**src/rtl/pipe_hazard_ctrl_if.sv**
```systemverilog
// pipe_hazard_ctrl_if
// Bundles the hazard controller's pipeline-side signals into one interface.
//   master : the pipeline. It drives the ID/EX hazard sources and receives
//            the hold and bubble controls.
//   slave  : pipe_hazard_ctrl. It receives the sources and drives the controls.
// Signals:
//   id_re1/id_raddr1, id_re2/id_raddr2 : source registers read in ID
//   ex_load, ex_waddr                  : load in EX and its destination register
//   ex_mc_start                        : multi-cycle op in EX, held while it sits there
//   id_branch_taken                    : ID resolved a taken branch or jump
//   stall_o[5:0]                       : hold bits {WB,MEM,EX,ID,IF_ID,PC}
//   bubble_idex, bubble_exmem          : load a NOP into ID_EX / EX_MEM
//   flush_ifid                         : load a NOP into IF_ID
//   mc_busy, mc_done                   : multi-cycle occupancy and final-cycle pulse
//   stall_cycles[31:0]                 : present only when PIPE_HAZARD_STALL_CNT_EN
//                                        is defined
interface pipe_hazard_ctrl_if;
    logic       id_re1;
    logic [4:0] id_raddr1;
    logic       id_re2;
    logic [4:0] id_raddr2;
    logic       ex_load;
    logic [4:0] ex_waddr;
    logic       ex_mc_start;
    logic       id_branch_taken;
    logic [5:0] stall_o;
    logic       bubble_idex;
    logic       bubble_exmem;
    logic       flush_ifid;
    logic       mc_busy;
    logic       mc_done;
`ifdef PIPE_HAZARD_STALL_CNT_EN
    logic [31:0] stall_cycles;
`endif

    modport master (
        output id_re1, id_raddr1, id_re2, id_raddr2,
        output ex_load, ex_waddr, ex_mc_start, id_branch_taken,
        input  stall_o, bubble_idex, bubble_exmem, flush_ifid, mc_busy, mc_done
`ifdef PIPE_HAZARD_STALL_CNT_EN
        , input stall_cycles
`endif
    );

    modport slave (
        input  id_re1, id_raddr1, id_re2, id_raddr2,
        input  ex_load, ex_waddr, ex_mc_start, id_branch_taken,
        output stall_o, bubble_idex, bubble_exmem, flush_ifid, mc_busy, mc_done
`ifdef PIPE_HAZARD_STALL_CNT_EN
        , output stall_cycles
`endif
    );
endinterface

```
**src/rtl/pipe_hazard_ctrl.sv**
```systemverilog
// pipe_hazard_ctrl
// Central stall/flush sequencer for the 5-stage pipeline (PC, IF_ID, ID_EX,
// EX_MEM, MEM_WB). It performs three jobs:
//   - holds the front end for one cycle on a load-use hazard,
//   - holds PC..EX while a multi-cycle EX op runs for MC_LAT cycles,
//   - kills the wrong-path fetch on a taken branch resolved in ID.
// All outputs are combinational from state, cnt and the current inputs.
// Every output is forced to 0 while rstn is low.
// Ports:
//   clk  : system clock
//   rstn : synchronous, active-low reset
//   hz   : pipe_hazard_ctrl_if.slave, carrying the hazard sources and the controls
// Parameters:
//   MC_LAT : EX occupancy of a multi-cycle op in cycles (2..255)
//   CNT_W  : down-counter width; it must hold MC_LAT-2
// Optional build macro:
//   PIPE_HAZARD_STALL_CNT_EN : adds hz.stall_cycles, a saturating count of
//                              cycles in which the PC was held
module pipe_hazard_ctrl #(
    parameter int MC_LAT = 4,
    parameter int CNT_W  = 8
) (
    input  logic              clk,
    input  logic              rstn,
    pipe_hazard_ctrl_if.slave hz
);

    typedef enum logic {RUN, MC_WAIT} state_t;

    state_t           state;
    logic [CNT_W-1:0] cnt;

    logic       luh;
    logic [5:0] stall;
    logic       bub_idex;
    logic       bub_exmem;
    logic       flush;
    logic       busy;
    logic       done;

    // Load-use hit. The MEM forward path cannot cover this hit, because the
    // load data is still a cycle away. Register $0 never creates a hazard.
    always_comb begin
        luh = hz.ex_load && (hz.ex_waddr != 5'd0) &&
              ((hz.id_re1 && (hz.id_raddr1 == hz.ex_waddr)) ||
               (hz.id_re2 && (hz.id_raddr2 == hz.ex_waddr)));
    end

    // Output decode. The priority order is multi-cycle, then load-use, then
    // branch. For this reason stall is always one of 000000, 000111 or 001111.
    always_comb begin
        stall     = 6'b000000;
        bub_idex  = 1'b0;
        bub_exmem = 1'b0;
        busy      = 1'b0;
        done      = 1'b0;
        if (rstn) begin
            unique case (state)
                RUN: begin
                    if (hz.ex_mc_start) begin
                        // ID is already held behind EX. A load-use bubble
                        // here would drop the instruction in ID.
                        stall     = 6'b001111;
                        bub_exmem = 1'b1;
                        busy      = 1'b1;
                    end else if (luh) begin
                        stall    = 6'b000111;
                        bub_idex = 1'b1;
                    end
                end
                MC_WAIT: begin
                    busy = 1'b1;
                    if (cnt != '0) begin
                        stall     = 6'b001111;
                        bub_exmem = 1'b1;
                    end else begin
                        // Final EX cycle. The op's result moves on this edge,
                        // so ID hazards get normal checking. ex_mc_start is
                        // still high for the finishing op and is not a new start.
                        done = 1'b1;
                        if (luh) begin
                            stall    = 6'b000111;
                            bub_idex = 1'b1;
                        end
                    end
                end
                default: ;
            endcase
        end
        // While ID is held, the branch operands may be stale. The branch is
        // evaluated again on the cycle after ID releases.
        flush = rstn && hz.id_branch_taken && !stall[2];
    end

    // Sequencer state. A reset in MC_WAIT aborts the op and produces no mc_done.
    always_ff @(posedge clk) begin
        if (!rstn) begin
            state <= RUN;
            cnt   <= '0;
        end else begin
            unique case (state)
                RUN: begin
                    if (hz.ex_mc_start) begin
                        state <= MC_WAIT;
                        cnt   <= CNT_W'(MC_LAT - 2);
                    end
                end
                MC_WAIT: begin
                    if (cnt != '0) cnt   <= cnt - 1'b1;
                    else           state <= RUN;
                end
                default: state <= RUN;
            endcase
        end
    end

    assign hz.stall_o      = stall;
    assign hz.bubble_idex  = bub_idex;
    assign hz.bubble_exmem = bub_exmem;
    assign hz.flush_ifid   = flush;
    assign hz.mc_busy      = busy;
    assign hz.mc_done      = done;

`ifdef PIPE_HAZARD_STALL_CNT_EN
    logic [31:0] stall_cnt;

    // Counts the clock edges at which the PC is held. The count saturates
    // at its maximum value instead of wrapping.
    always_ff @(posedge clk) begin
        if (!rstn)
            stall_cnt <= '0;
        else if (stall[0] && (stall_cnt != 32'hFFFF_FFFF))
            stall_cnt <= stall_cnt + 32'd1;
    end

    assign hz.stall_cycles = rstn ? stall_cnt : 32'd0;
`endif

endmodule
```
**src/flat_wrapper.sv**
```systemverilog
// flat-port wrapper written by rule: the top's interface ports become plain ports
module pipe_hazard_ctrl_flat 
#(
    parameter int MC_LAT = 4,
    parameter int CNT_W  = 8
)
  (clk, rstn, hz_id_re1, hz_id_raddr1, hz_id_re2, hz_id_raddr2, hz_ex_load, hz_ex_waddr, hz_ex_mc_start, hz_id_branch_taken, hz_stall_o, hz_bubble_idex, hz_bubble_exmem, hz_flush_ifid, hz_mc_busy, hz_mc_done);
  pipe_hazard_ctrl_if hz_i ();
  input  logic clk;
  input  logic rstn;
  input wire logic [$bits(hz_i.id_re1)-1:0] hz_id_re1;
  input wire logic [$bits(hz_i.id_raddr1)-1:0] hz_id_raddr1;
  input wire logic [$bits(hz_i.id_re2)-1:0] hz_id_re2;
  input wire logic [$bits(hz_i.id_raddr2)-1:0] hz_id_raddr2;
  input wire logic [$bits(hz_i.ex_load)-1:0] hz_ex_load;
  input wire logic [$bits(hz_i.ex_waddr)-1:0] hz_ex_waddr;
  input wire logic [$bits(hz_i.ex_mc_start)-1:0] hz_ex_mc_start;
  input wire logic [$bits(hz_i.id_branch_taken)-1:0] hz_id_branch_taken;
  output wire logic [$bits(hz_i.stall_o)-1:0] hz_stall_o;
  output wire logic [$bits(hz_i.bubble_idex)-1:0] hz_bubble_idex;
  output wire logic [$bits(hz_i.bubble_exmem)-1:0] hz_bubble_exmem;
  output wire logic [$bits(hz_i.flush_ifid)-1:0] hz_flush_ifid;
  output wire logic [$bits(hz_i.mc_busy)-1:0] hz_mc_busy;
  output wire logic [$bits(hz_i.mc_done)-1:0] hz_mc_done;
  assign hz_i.id_re1 = hz_id_re1;
  assign hz_i.id_raddr1 = hz_id_raddr1;
  assign hz_i.id_re2 = hz_id_re2;
  assign hz_i.id_raddr2 = hz_id_raddr2;
  assign hz_i.ex_load = hz_ex_load;
  assign hz_i.ex_waddr = hz_ex_waddr;
  assign hz_i.ex_mc_start = hz_ex_mc_start;
  assign hz_i.id_branch_taken = hz_id_branch_taken;
  assign hz_stall_o = hz_i.stall_o;
  assign hz_bubble_idex = hz_i.bubble_idex;
  assign hz_bubble_exmem = hz_i.bubble_exmem;
  assign hz_flush_ifid = hz_i.flush_ifid;
  assign hz_mc_busy = hz_i.mc_busy;
  assign hz_mc_done = hz_i.mc_done;
  pipe_hazard_ctrl #(.MC_LAT(MC_LAT), .CNT_W(CNT_W)) u_core (.clk(clk), .rstn(rstn), .hz(hz_i));
endmodule
```
**config.mk**
```make
export PLATFORM = sky130hd
export DESIGN_NAME = pipe_hazard_ctrl_flat
export DESIGN_NICKNAME = d
export VERILOG_FILES = /design/src/rtl/pipe_hazard_ctrl_if.sv /design/src/rtl/pipe_hazard_ctrl.sv /design/src/flat_wrapper.sv
export SDC_FILE = /design/constraint.sdc
export NUM_CORES = 1
export LEC_CHECK = 0
export CAP_MARGIN = 30
export CORE_MARGIN = 5
export CORE_UTILIZATION = 38
export CTS_BUF_LIST = sky130_fd_sc_hd__clkbuf_2
export DETAILED_ROUTE_END_ITERATION = 12
export PLACE_DENSITY = 0.74
export REMOVE_ABC_BUFFERS = 1
export SLEW_MARGIN = 40
export SYNTH_ARGS = -nofsm -noshare
export SYNTH_HDL_FRONTEND = slang
export SYNTH_SLANG_ARGS = --single-unit
```
**constraint.sdc**
```tcl
create_clock -name clk -period 2.57 [get_ports clk]
set_input_delay 0.771 -clock clk [delete_from_list [all_inputs] [get_ports clk]]
set_output_delay 0.771 -clock clk [all_outputs]
set_load 0.05 [all_outputs]
```
== Yosys cells after proc, flatten, opt, wreduce, memory -nomap -nowiden ==
Cells that the tools add are included.
Operators by class
  add/sub/neg operators: 1
  eq/ne operators: 4
  mux-type cells: 22
  bitwise logic cells: 1
  reduce and logical (&&, ||, !) cells: 11
Operator list (count)
  $mux W6: 3
  $mux W8: 2
  $pmux W8 S2: 1
  $pmux W6 S2: 1
  $mux W1: 11
  $eq A5 B5 Y1: 2
  $reduce_bool A8 Y1: 1
  $sub A8 B1 Y8 const B: 1
  $logic_and A1 B1 Y1: 6
  $pmux W1 S2: 3
  $reduce_bool A5 Y1: 1
  $ne A2 B2 Y1 const B: 2
  $mux W3: 1
  $reduce_and A2 Y1: 1
  $logic_not A1 Y1: 1
  $logic_or A1 B1 Y1: 1
  $not A1 Y1: 1
Storage, ports and cells
  flip-flop bits (word level): 9
  logic and storage cells: 41

== Longest topological paths before layout ==
  depth in word-level cells: 10
  mapped depth: 7
  depth with buffers taken out: 6

== Least setup slack after synthesis ==
No wires, ideal clock.
  path kind: input -> output
  from: in hz_ex_waddr[4]
  to: out hz_stall_o[1]
  arrival: 3.059 ns
  data required time: 1.799 ns
  setup slack: -1.260 ns
  stages on the path: 5
  path buffers: 1
  cells stage by stage: xor2_1 nor4_1 a32oi_1 o31ai_1 buf_4
On the way
  word-level cells in the longest chain between the ends: 8
  elaborated cells on any way between the ends: 13
RTL lines
  from (decl): RTL line flat_wrapper.sv:16  | input wire logic [$bits(hz_i.ex_waddr)-1:0] hz_ex_waddr;
  $eq A5 B5 Y1 (on tied branches): RTL line pipe_hazard_ctrl.sv:45, pipe_hazard_ctrl.sv:46
  $logic_and A1 B1 Y1 (on tied branches): RTL line pipe_hazard_ctrl.sv:45, pipe_hazard_ctrl.sv:46
  $logic_or A1 B1 Y1: RTL line pipe_hazard_ctrl.sv:45  | ((hz.id_re1 && (hz.id_raddr1 == hz.ex_waddr)) ||
  $logic_and A1 B1 Y1 (*): RTL line pipe_hazard_ctrl.sv:44  | luh = hz.ex_load && (hz.ex_waddr != 5'd0) &&
  $mux W3 (*): RTL line pipe_hazard_ctrl.sv:66, pipe_hazard_ctrl.sv:81
  $mux W6 (on tied branches): RTL line pipe_hazard_ctrl.sv:73, pipe_hazard_ctrl.sv:60
  $pmux W6 S2 (*): RTL line pipe_hazard_ctrl.sv:58  | unique case (state)
  $mux W6 (*): RTL line pipe_hazard_ctrl.sv:57  | if (rstn) begin
  to (decl): RTL line flat_wrapper.sv:19  | output wire logic [$bits(hz_i.stall_o)-1:0] hz_stall_o;
Mark *: on every way between the ends. The rest lies on a longest branch, timed or not.

== Final worst setup path ==
  from: in hz_ex_waddr[4]
  to: out hz_stall_o[0]
Same word-level chain as after synthesis.

==> qor.txt <==
cell family with most CP delay: buffers and inverters
CTS max path bufs: 2
crit path time final: 2.85 ns
gpl congestion: 0.847
# DRC: 0
Nets: 155
WP data arrival: 2.08 ns
wire length per cell: 13.6 µm
RSZ-0062 raised after global routing: yes
area grow syn2layout: 88.1%
CTS tree: done
Synth Area per Inst: 8.49 µm²
Final Skew: 0.00321 ns
fin area: 0.00133 mm²
antenna violations before repair: 0
Placed Area: 0.00120 mm²
cell area after synthesis: 704 µm²
DRT Pass-1 Iters: 6
Post-Synthesis Cells: 83
status: finished, violations left
CTS H-tree depth: 1
synth warn: 0
die area: 0.00281 mm²
largest net degree at the start of global routing: 8
Overflow after GRT: 0
first-pass GRT wire length: 3460 µm
final setup margin: -0.283 ns
CP Capture Type: output pin
Static Leakage: 0.570 nW
clock-pin slew of the registers on the worst-case setup and hold paths: 0.09 ns
CP Cell Sequence: buf_6 -> xor2_2 -> nor4_2 -> a32oi_2 -> o31ai_1 -> buf_4 -> buf_12
Starting Density: 40.4%
via/cell ratio: 4.96
vias in the first global route: 876
post-synthesis sequential area ratio: 25.6%
data required time of the worst path: 1.80 ns
Max Freq: 350 MHz
initial DRC count: 7
critical path peak fanout: 3
Final Setup Violations: 5
final period utilization: 111%
Setup WS pre-CTS: -0.708 ns
failing checks: negative setup slack
crit path kind: in -> out
CP startpoint kind: input port
row cnt: 15
Die Width: 53.1 µm
Max VDD drop: 0.351 mV
CP peak stage delay: 0.27 ns
Final TNS setup: -1.30 ns
root buf cell: clkbuf_2
final std cells w/o fill: 155
fraction of layout cells with a size suffix above 1: 53.8%
Final HPWL DP: 1660 µm
IO Port Bufs: 30
total power: 819 µW
Pins Over Slew Limit: 0
clock net sink count: 9
hold-fix buffers at CTS: 0
final hold vios: 0
HP Class: reg -> reg
final WL: 2110 µm
Final ANT Viol Nets: 0
Die Height: 53.1 µm
P per Cell Area: 618 mW/mm²
Slowest cell on crit path: nor4_2
TritonCTS Buffers: 3
Min Hold Slack: 0.521 ns
Cell variety after synth: 33
clock latency on the worst-skew pair: 0.25 ns
Ant. Diodes: 0
GRT Total Usage: 16.9%
Max Cap Violations: 0
Crit path buffers/inverters: 3
core footprint: 0.00175 mm²
I/O Pins: 33
DP Cell Count: 148
via count: 769
Layout Utilization: 75.9%
Synth Register Bits: 9
-- metal layers --
layer	global-route usage, %	vias up	part of all wire (%)	routed length [µm]
met5	0	-	0	0
met4	10.2	0	2.4	51
li1	-	384	-	-
met2	31.6	42	50	1060
met3	5.63	6	12	252
met1	15.5	337	36	753
-- cell usage in the layout (no fill, tap or decap), types with 2 or more instances in the layout --
cell type	instances
nor3_2	2
buf_2	6
inv_2	2
buf_12	9
nor4_2	4
nor2_1	6
or3_1	2
buf_4	17
a21oi_1	3
clkbuf_2	6
dlygate4sd2_1	3
dfxtp_1	7
inv_1	5
a211oi_1	2
buf_6	4
clkdlybuf4s50_1	4
o21ai_0	4
conb_1	2
dfxtp_2	2
xnor2_1	5
or4_4	2
xor2_1	4
xor2_2	4
-- synth_stat cells --
library cell	count	share of area [%]
o2111a_1	1	1.6
and2_0	1	0.89
and4bb_2	1	1.8
a211oi_1	2	2.1
nand4b_1	1	1.2
or4_1	1	1.1
or3_2	1	1.1
buf_4	5	5.3
xor2_1	8	9.9
mux2i_1	1	1.4
xnor2_1	5	6.2
o31ai_1	1	1.1
or4_4	1	1.6
nor4_1	4	3.6
inv_1	8	4.3
or4b_1	1	1.4
o41ai_2	1	2.3
nand2_1	2	1.1
o41ai_1	1	1.2
o221a_1	1	1.6
a32oi_1	1	1.2
or3_1	2	1.8
nor2_1	7	3.7
nand4bb_1	1	1.6
o21ai_0	5	3.6
conb_1	1	0.53
ha_1	2	3.6
and2_1	1	0.89
a21oi_1	4	2.8
dfxtp_1	9	26
nor3_2	1	1.4
nor3_1	1	0.71
o22ai_2	1	1.8
-- cells by family (layout without fill, tap and decap cells) --
group | count (synthesis) | after routing | share of synthesized area, %
mux | 1 | 1 | 1.42
xor+xnor | 13 | 13 | 16.2
other cells | 1 | 2 | 0.532
simple gates | 26 | 26 | 23.8
flops | 9 | 9 | 25.6
fa+ha+maj | 2 | 2 | 3.55
buf+inv | 13 | 59 | 9.59
compound gates | 18 | 18 | 19.4
-- layout make-up --
type | instances | area [µm²]
clock buffer | 4 | 20.0
inverter | 8 | 35.0
multi-input combinational | 62 | 574
sequential | 9 | 183
fill | 121 | 420
tap | 25 | 31.3
timing repair buffer | 47 | 482
-- timing repair --
| item | 4_1_cts | 5_1_grt |
|---|---|---|
| pin swaps | 17 | 9 |
| endpoints found under the hold margin | 0 | 0 |
| setup buffers | 3 | 0 |
| gates resized for setup | 61 | 26 |
| setup endpoints to repair | 9 | 9 |
-- path summary, 6_finish.rpt --
kind                                startpoint       endpoint  slack (ns)  cells past startpoint
worst max register to register   u_core.cnt[1]  u_core.cnt[7]        0.89                      7
worst max-delay path            hz_ex_waddr[4]  hz_stall_o[0]       -0.28                      7
worst min-delay path             u_core.cnt[7]  u_core.cnt[7]        0.52                      2
worst min register to register   u_core.cnt[7]  u_core.cnt[7]        0.52                      2
-- registers in the layout, summed over array words and instances (netlist names) --
signal / cells
u_core.state: 1
u_core.cnt: 8
-- where the power goes --
part | internal, mW | switching (mW)
registers | 0.170 | 0.0385
clock network | 0.0413 | 0.0501
logic | 0.262 | 0.257
total | 0.474 | 0.346
-- worst min-delay path: stages, from the launching register on --
cell     delay [ns]
dfxtp_1        0.35
o41ai_1        0.08
a21oi_1        0.06
Power figures use the tool's default switching activity.
